[src/rtl/ppu_pkg.sv]
// ppu_pkg: shared PPU pixel entry layout and FIFO state encoding.
package ppu_pkg;
    localparam int COLOR_W = 2;
    localparam int ATTR_W  = 3;
    typedef struct packed {
        logic [ATTR_W-1:0]  attr;
        logic [COLOR_W-1:0] colour;
    } pixel_t;
    typedef enum logic {RUN, DISCARD} fifo_state_e;
endpackage

[src/rtl/pixel_fifo_ram.sv]
// pixel_fifo_ram: entry storage organised as whole rows, one row write and one entry read.
module pixel_fifo_ram #(
    parameter  int ENTRY_W    = 5,
    parameter  int ROW_PIXELS = 8,
    parameter  int DEPTH      = 16,
    localparam int CW         = $clog2(ROW_PIXELS),
    localparam int AW         = $clog2(DEPTH),
    localparam int RW         = ROW_PIXELS * ENTRY_W
) (
    input  logic               clk_in,
    input  logic               we,
    input  logic [AW-CW-1:0]   wrow,
    input  logic [RW-1:0]      wdata,
    input  logic [AW-1:0]      raddr,
    output logic [ENTRY_W-1:0] rdata
);
    // Rows always land on ROW_PIXELS-aligned slots, so storage is indexed per row.
    logic [RW-1:0] mem [DEPTH/ROW_PIXELS];
    logic [RW-1:0] rd_row;
    always_ff @(posedge clk_in)
        if (we) mem[wrow] <= wdata;
    assign rd_row = mem[raddr[AW-1:CW]];
    assign rdata  = rd_row[raddr[CW-1:0]*ENTRY_W +: ENTRY_W];
endmodule

[src/rtl/pixel_row_fifo.sv]
// pixel_row_fifo: row-push / pixel-pop PPU FIFO with fine-scroll discard and flush.
// Optional FIFO_FLIP_EN adds horizontal row reversal on push.
module pixel_row_fifo #(
    parameter  int COLOR_W    = ppu_pkg::COLOR_W,
    parameter  int ATTR_W     = ppu_pkg::ATTR_W,
    parameter  int ROW_PIXELS = 8,
    parameter  int DEPTH      = 16,
    localparam int ENTRY_W    = COLOR_W + ATTR_W,
    localparam int CW         = $clog2(ROW_PIXELS),
    localparam int OW         = $clog2(DEPTH) + 1
) (
    input  logic                          clk_in,
    input  logic                          rst_n_in,
    input  logic                          tclk_in,
    input  logic                          flush_in,
    input  logic                          push_valid_in,
    output logic                          push_ready_out,
    input  logic [ROW_PIXELS*ENTRY_W-1:0] push_row_in,
    input  logic                          push_flip_in,
    input  logic                          pop_en_in,
    input  logic                          discard_load_in,
    input  logic [CW-1:0]                 discard_count_in,
    output logic [ENTRY_W-1:0]            pixel_out,
    output logic                          pixel_valid_out,
    output logic [OW-1:0]                 occupancy_out,
    output logic                          empty_out
);
    import ppu_pkg::*;
    localparam int AW = OW - 1;
    localparam int RW = ROW_PIXELS * ENTRY_W;
    fifo_state_e state, state_nx;
    logic [CW-1:0] dcnt, dcnt_nx;
    logic [AW-CW-1:0] wr_ptr;
    logic [AW-1:0] rd_ptr;
    logic [ENTRY_W-1:0] rd_data;
    logic [RW-1:0] wr_row;
    logic flush, push, pop, load, emit;
    assign flush          = tclk_in & flush_in;
    assign push           = tclk_in & ~flush_in & push_valid_in & push_ready_out;
    assign pop            = tclk_in & ~flush_in & pop_en_in & ~empty_out;
    assign load           = tclk_in & ~flush_in & discard_load_in;
    assign emit           = pop & (state == RUN);
    assign push_ready_out = occupancy_out <= OW'(DEPTH - ROW_PIXELS);
    assign empty_out      = occupancy_out == '0;
`ifdef FIFO_FLIP_EN
    for (genvar i = 0; i < ROW_PIXELS; i++) begin : g_flip
        assign wr_row[i*ENTRY_W +: ENTRY_W] = push_flip_in ? push_row_in[(ROW_PIXELS-1-i)*ENTRY_W +: ENTRY_W]
                                                           : push_row_in[i*ENTRY_W +: ENTRY_W];
    end
`else
    logic unused_flip;
    assign unused_flip = push_flip_in;
    assign wr_row      = push_row_in;
`endif
    // DISCARD is held exactly while pixels remain to be dropped.
    always_comb begin
        dcnt_nx  = flush ? '0 : load ? discard_count_in : (pop && state == DISCARD) ? dcnt - 1'b1 : dcnt;
        state_nx = (dcnt_nx != '0) ? DISCARD : RUN;
    end
    always_ff @(posedge clk_in or negedge rst_n_in)
        if (!rst_n_in) begin
            state <= RUN;
            dcnt  <= '0;
        end else begin
            state <= state_nx;
            dcnt  <= dcnt_nx;
        end
    always_ff @(posedge clk_in or negedge rst_n_in)
        if (!rst_n_in) begin
            wr_ptr          <= '0;
            rd_ptr          <= '0;
            occupancy_out   <= '0;
            pixel_out       <= '0;
            pixel_valid_out <= 1'b0;
        end else begin
            pixel_valid_out <= emit;
            if (emit) pixel_out <= rd_data;
            if (flush) begin
                wr_ptr        <= '0;
                rd_ptr        <= '0;
                occupancy_out <= '0;
            end else begin
                if (push) wr_ptr <= wr_ptr + 1'b1;
                if (pop) rd_ptr <= rd_ptr + 1'b1;
                occupancy_out <= occupancy_out + (push ? OW'(ROW_PIXELS) : OW'(0)) - (pop ? OW'(1) : OW'(0));
            end
        end
    pixel_fifo_ram #(.ENTRY_W(ENTRY_W), .ROW_PIXELS(ROW_PIXELS), .DEPTH(DEPTH)) u_ram (
        .clk_in (clk_in),
        .we     (push),
        .wrow   (wr_ptr),
        .wdata  (wr_row),
        .raddr  (rd_ptr),
        .rdata  (rd_data)
    );
endmodule
[config.mk]
export PLATFORM = sky130hd
export DESIGN_NAME = pixel_row_fifo
export DESIGN_NICKNAME = d
export VERILOG_FILES = /design/src/rtl/ppu_pkg.sv /design/src/rtl/pixel_fifo_ram.sv /design/src/rtl/pixel_row_fifo.sv
export SDC_FILE = /design/constraint.sdc
export NUM_CORES = 1
export LEC_CHECK = 0
export ABC_AREA = 1
export CORE_MARGIN = 8
export CORE_UTILIZATION = 38
export CTS_CLUSTER_SIZE = 25
export DETAILED_ROUTE_END_ITERATION = 10
export SETUP_SLACK_MARGIN = 0.1
export SLEW_MARGIN = 20
export SYNTH_ARGS = -nofsm -noshare
export SYNTH_HDL_FRONTEND = slang
export SYNTH_SLANG_ARGS = --single-unit
[constraint.sdc]
create_clock -name clk_in -period 3.2 [get_ports clk_in]
set_clock_uncertainty 0.05 [all_clocks]
set_input_delay 0.48 -clock clk_in [delete_from_list [all_inputs] [get_ports clk_in]]
set_output_delay 0.48 -clock clk_in [all_outputs]
set_load 0.01 [all_outputs]
==> results.yml, run 1 <==
status:
  status: "finished clean"
placement:
  dpl_cell_area_um2: 5190
  io_buffers: 62
  dp_hpwl_um: 6230
  place.gp.congestion: 0.723
final_layout:
  design_area_um2: 5500
  diodes: 0
  syn_to_final_growth_pct: 22.6
  drive_above_1_share: 0.0882
  fin_util: 0.479
  fin_nets: 553
min_path:
  min_path_type: "register to register"
critical_path:
  critical_path_class: "register to register"
  cp.arrival_ps: 2490
  path_cells: "nor2_2, nand2_1, o21ai_2, nand4_1, ha_1, inv_1, ha_1, nand2_1, nor2_1, a211oi_1, xor2_1, nor2_1"
  crit_family: "adder cells"
  slowest_stage: "dfrtp_1"
  worstSetupStartpointType: "register"
  max_stage_delay_ps: 460
  endpoint_kind: "register"
  cp.required_ps: 3380
  path_buf_inv: 1
  crit_fanout: 5
clocking:
  cts_sinks: 100
  cts_setup_buffers: 0
  cts-root-buf: "clkbuf_16"
  clk_latency_ps: 350
  ctsHtreeMaxLevel: 3
  clockBufferDepth: 2
  cts_resized: 0
  cts_hold_buf: 0
  cts_made_buffers: 9
  cts.reportedPaths.clkPinSlew_ps: 70
  cts_tree: "yes"
yosys:
  syn-instance-count: 431
  ys_ff_latch: 100
  synth_cell_types: 26
  synth_area_um2: 4480
  yosysWarnings: 0
  avgSynthCellArea_um2: 10.4
  yosysSeqAreaShare: 0.647
  syn_nets: 490
routing:
  drcViolationCount: 0
  dr_total_vias: 2976
  drtAntennaViolNets: 0
  drt_first_pass_iters: 6
  totalWireLength_um: 9210
  via_per_inst: 4.64
  dr.first_iter.drc_count: 265
  avgRoutedWirePerCell_um: 14.4
floorplan:
  dieWidth_um: 125
  initial_core_util: 0.391
  die_y_um: 125
  rows: 39
  die_area_um2: 15500
  ioPinCount: 64
  core-area_um2: 11500
grt:
  grt_most_used_layer: "met2"
  grt_pass1_vias: 3120
  grt_first_pass_wirelength_um: 15400
  grt.overflow.total: 0
  grt_antenna_before_repair: 0
  grt_usage: 0.122
  grt_max_degree: 42
  use_met2: 0.196
  grt_util_met3: 0.0328
  use_met1: 0.154
sta:
  relSlewSlack: 0.387
  max_freq_mhz: 432
  period_minus_slack_ps: 2320
  grt_setup_unrepaired: "false"
  setup_viol: 0
  fin_crit_sh: 0.724
  fin_setup_tns_ps: 0
  final_max_slew_viol_count: 0
  worst_slew_pin_slew_ps: 917
  hold_viol: 0
run:
  max_cap_violations: 0
power:
  power_w: 0.00365
  power_density_nw_per_um2: 664
  peakVddDrop_uv: 420
  power.leakage_nw: 2.29
==> registers in the layout (all words and copies together) (netlist names) <==
register         flops
u_ram.mem           80
state                1
dcnt                 3
pixel_out            5
occupancy_out        5
wr_ptr               1
pixel_valid_out      1
rd_ptr               4
==> through the flow <==
stage	std cells	worst slack (ps)	hold slack, ps
3_3_place_gp	626	677	419
2_1_floorplan	431	12.2	134
3_5_place_dp	626	615	424
4_1_cts	642	870	443
6_report	642	885	438
5_1_grt	642	712	471
==> area by class of cell <==
cell class / count / area [µm²]
repair buffers: 68 / 666
fillers: 1066 / 5970
clock buffers: 9 / 225
flip-flops and latches: 100 / 2900
well taps: 143 / 179
clock inverters: 7 / 77.6
multi-input cells: 268 / 1260
inverters: 47 / 184
==> tightest hold or removal path, cell delays in order, from the launching register on <==
cell     delay (ps)
dfrtp_1         350
nand2_1          60
nand2_1          50
==> per-layer routing <==
| metal | vias to the layer above | part of all wire |
|---|---|---|
| met3 | 9 | 0.049 |
| met4 | 0 | 0.013 |
| li1 | 1527 | - |
| met2 | 75 | 0.48 |
| met5 | - | 0 |
| met1 | 1365 | 0.46 |
==> cell usage after synthesis <==
cell type | n | area share
edfxtp_1 | 80 | 0.54
clkinv_1 | 1 | 0.00084
buf_6 | 8 | 0.020
o21ai_1 | 6 | 0.0067
buf_12 | 1 | 0.0045
dfrtp_1 | 20 | 0.11
nand2_2 | 11 | 0.015
nor2_4 | 2 | 0.0050
ha_1 | 7 | 0.020
buf_2 | 5 | 0.0056
a21oi_1 | 1 | 0.0011
nand3_1 | 49 | 0.055
o21ai_0 | 3 | 0.0033
nand2_1 | 150 | 0.13
nand4_1 | 4 | 0.0056
xor2_1 | 4 | 0.0078
inv_2 | 3 | 0.0025
fa_1 | 1 | 0.0045
nand3_2 | 1 | 0.0022
inv_8 | 1 | 0.0025
inv_1 | 42 | 0.035
nor2_1 | 26 | 0.022
nor2_2 | 1 | 0.0014
buf_4 | 2 | 0.0033
o21ai_2 | 1 | 0.0020
a211oi_1 | 1 | 0.0017
==> logic make-up (layout without fill, tap and decap cells) <==
logic type               Yosys count  count (layout)  synth area share
buffers and inverters             63             131            0.0745
flip-flops                       100             100             0.647
adder cells (fa/ha/maj)            8               8            0.0240
AO/OA/AOI/OAI                     12              12            0.0148
XOR/XNOR                           4               4           0.00781
AND/OR/NAND/NOR                  244             244             0.232
==> placed cells by master (no fill, tap or decap), types with 6 or more instances in the layout <==
master and count:
buf_4 6, nand2_2 11, clkdlybuf4s50_1 62, nand3_1 49, clkbuf_16 9, o21ai_1 6, ha_1 7, dfrtp_1 20
nor2_1 24, edfxtp_1 80, inv_1 42, nand2_1 150
==> final timing paths <==
| path | slack (ps) | endpoint | cells past startpoint | start |
|---|---|---|---|---|
| max | 880 | occupancy_out[4]$_DFF_PN0_ | 12 | occupancy_out[2]$_DFF_PN0_ |
| min | 440 | pixel_out[4]$_DFFE_PN0P_ | 2 | pixel_out[4]$_DFFE_PN0P_ |
| max reg2reg | 880 | occupancy_out[4]$_DFF_PN0_ | 12 | occupancy_out[2]$_DFF_PN0_ |
| min reg2reg | 440 | pixel_out[4]$_DFFE_PN0P_ | 2 | pixel_out[4]$_DFFE_PN0P_ |
| max in group asynchronous | 1940 | occupancy_out[3]$_DFF_PN0_ | 1 | rst_n_in |
| min in group asynchronous | 600 | pixel_out[0]$_DFFE_PN0P_ | 1 | rst_n_in |
==> report_power, final <==
part	leakage, nW	internal, W	switching [W]
logic	1.16	0.000411	0.000492
clock network	0.146	0.000557	0.000517
registers	0.981	0.00156	0.000113
total	2.29	0.00253	0.00112
No activity file was read; power rests on OpenSTA's default activity.
==> run 2: changes to the inputs <==
==> constraint.sdc (replaced) <==
create_clock -name clk_in -period 2.05 [get_ports clk_in]
set_clock_uncertainty 0.05 [all_clocks]
set_input_delay 0.3075 -clock clk_in [delete_from_list [all_inputs] [get_ports clk_in]]
set_output_delay 0.3075 -clock clk_in [all_outputs]
set_load 0.01 [all_outputs]
==> results.yml, run 2 (synthesis results as in run 1) <==
clocking:
  clk_latency_ps: 340
  cts_sinks: 100
  cts.reportedPaths.clkPinSlew_ps: 70
  cts-root-buf: "clkbuf_16"
  cts_made_buffers: 9
  ctsHtreeMaxLevel: 3
  cts_tree: "yes"
  clockBufferDepth: 2
final_layout:
  regMostFlops: "u_ram.mem"
  nFillCells: 1051
  final_common_cell: "nand2_1"
  final_cell_mix: "nand2_1 (149), edfxtp_1 (80), clkdlybuf4s50_1 (60)"
  register_area_um2: 2910
  drive_above_1_share: 0.153
  design_area_um2: 5780
  fin_nets: 576
  largestRegisters: "u_ram.mem (80), occupancy_out (5), pixel_out (5)"
  diodes: 0
  largest_reg_flops: 80
  multi_input_area_um2: 1330
  syn_to_final_growth_pct: 29.0
sta:
  final_max_slew_viol_count: 0
  relSlewSlack: 0.709
  grt_setup_unrepaired: "true"
  fin_crit_sh: 1.02
  setup_viol: 1
  max_freq_mhz: 480
  setup_ws_ps: -34.8
  worst_slew_pin_slew_ps: 437
  hold_viol: 0
  period_minus_slack_ps: 2080
status:
  status: "finished with violations"
  failed_checks: "negative setup slack"
grt:
  grt_most_used_layer: "met2"
  grt_max_degree: 42
  grt_first_pass_wirelength_um: 15600
  grt.overflow.total: 0
  grt_usage: 0.123
  grt_util_met3: 0.0298
  use_met1: 0.156
  grt_pass1_vias: 3139
  grt_antenna_before_repair: 0
  use_met2: 0.199
critical_path:
  cp.arrival_ps: 2270
  crit_fanout: 3
  cp.required_ps: 2230
  crit_family: "adder cells"
  critical_path_class: "register to register"
  path_cells: "buf_4, o21ai_2, nand4_1, ha_1, inv_2, ha_4, nand2_2, nor2_2, a211oi_2, xor2_1, nor2_1"
  max_stage_delay_ps: 420
  endpoint_kind: "register"
  path_buf_inv: 2
  slowest_stage: "dfrtp_2"
  worstSetupStartpointType: "register"
routing:
  drt_first_pass_iters: 4
  avgRoutedWirePerCell_um: 14.6
  drcViolationCount: 0
  dr_total_vias: 3121
  via_per_inst: 4.69
  totalWireLength_um: 9700
  dr.first_iter.drc_count: 221
  drtAntennaViolNets: 0
placement:
  dpl_cell_area_um2: 5390
  io_buffers: 62
  dp_hpwl_um: 6720
  place.gp.congestion: 0.724
min_path:
  min_path_type: "primary input to asynchronous set/reset pin"
power:
  power.leakage_nw: 2.42
  peakVddDrop_uv: 699
  power_w: 0.00600
  power_density_nw_per_um2: 1040
floorplan:
  rows: 39
  die_area_um2: 15500
  die_y_um: 125
  initial_core_util: 0.391
  dieWidth_um: 125
  ioPinCount: 64
  core-area_um2: 11500
run:
  max_cap_violations: 0
==> run 2: changes by cell type in the layout (fill, tap and decap cells not counted), moves of 2 or more <==
cell and change:
buf_4 +17, buf_12 +4, clkinv_4 +3, ha_1 -3
ha_4 +3, inv_1 -3, inv_8 -3, nor2_1 -3
buf_6 +2, clkdlybuf4s50_1 -2, dfrtp_1 -2, dfrtp_2 +2
inv_2 +2, nor2_2 +2
==> run 2: path summary, 6_finish.rpt <==
kind	startpoint	end	slack [ps]	cells after the start
max reg2reg	occupancy_out[4]$_DFF_PN0_	occupancy_out[4]$_DFF_PN0_	-30	11
min reg2reg	pixel_out[2]$_DFFE_PN0P_	pixel_out[2]$_DFFE_PN0P_	440	2
min in group clk_in	pixel_out[2]$_DFFE_PN0P_	pixel_out[2]$_DFFE_PN0P_	440	2
min	rst_n_in	pixel_out[3]$_DFFE_PN0P_	260	2
max in group asynchronous	rst_n_in	occupancy_out[2]$_DFF_PN0_	1460	2
max	occupancy_out[4]$_DFF_PN0_	occupancy_out[4]$_DFF_PN0_	-30	11
==> run 2: routing by layer <==
layer	wire length, µm	share of wire	vias to the layer above
met5	0	0	-
met3	408	0.042	4
met2	4570	0.47	73
met4	95	0.0098	0
li1	-	-	1577
met1	4630	0.48	1467
==> run 2: power breakdown <==
group          switching [W]  total (W)  internal (W)
registers           0.000140    0.00258       0.00244
clock network       0.000758    0.00160      0.000840
logic               0.000933    0.00183      0.000895
total                0.00183    0.00600       0.00417
==> run 2: metrics by stage <==
step	setup slack, ps	hold WS, ps	utilization	setup TNS (ps)	std cells
finish	-34.8	259	0.504	-34.8	665
global route	-165	297	0.504	-710	665
CTS	20.6	274	0.499	0	662
detailed placement	-210	424	0.470	-542	643
global placement	-171	419	0.470	-439	643
floorplan	-246	-38.1	-	-10990	431
==> run 2: final cells by class <==
cell class | count | share of cell area
well taps | 143 | 0.0309
clock buffers | 9 | 0.0389
repair buffers | 91 | 0.155
clock inverters | 7 | 0.0102
inverters | 47 | 0.0322
multi-input cells | 268 | 0.230
flip-flops and latches | 100 | 0.502
==> run 2: timing repair <==
action | in CTS | in global routing
endpoints found under the setup margin | 5 | 5
pin swaps | 6 | 9
hold buffers | 0 | 0
gates resized for setup | 8 | 10
buffers inserted | 3 | 3
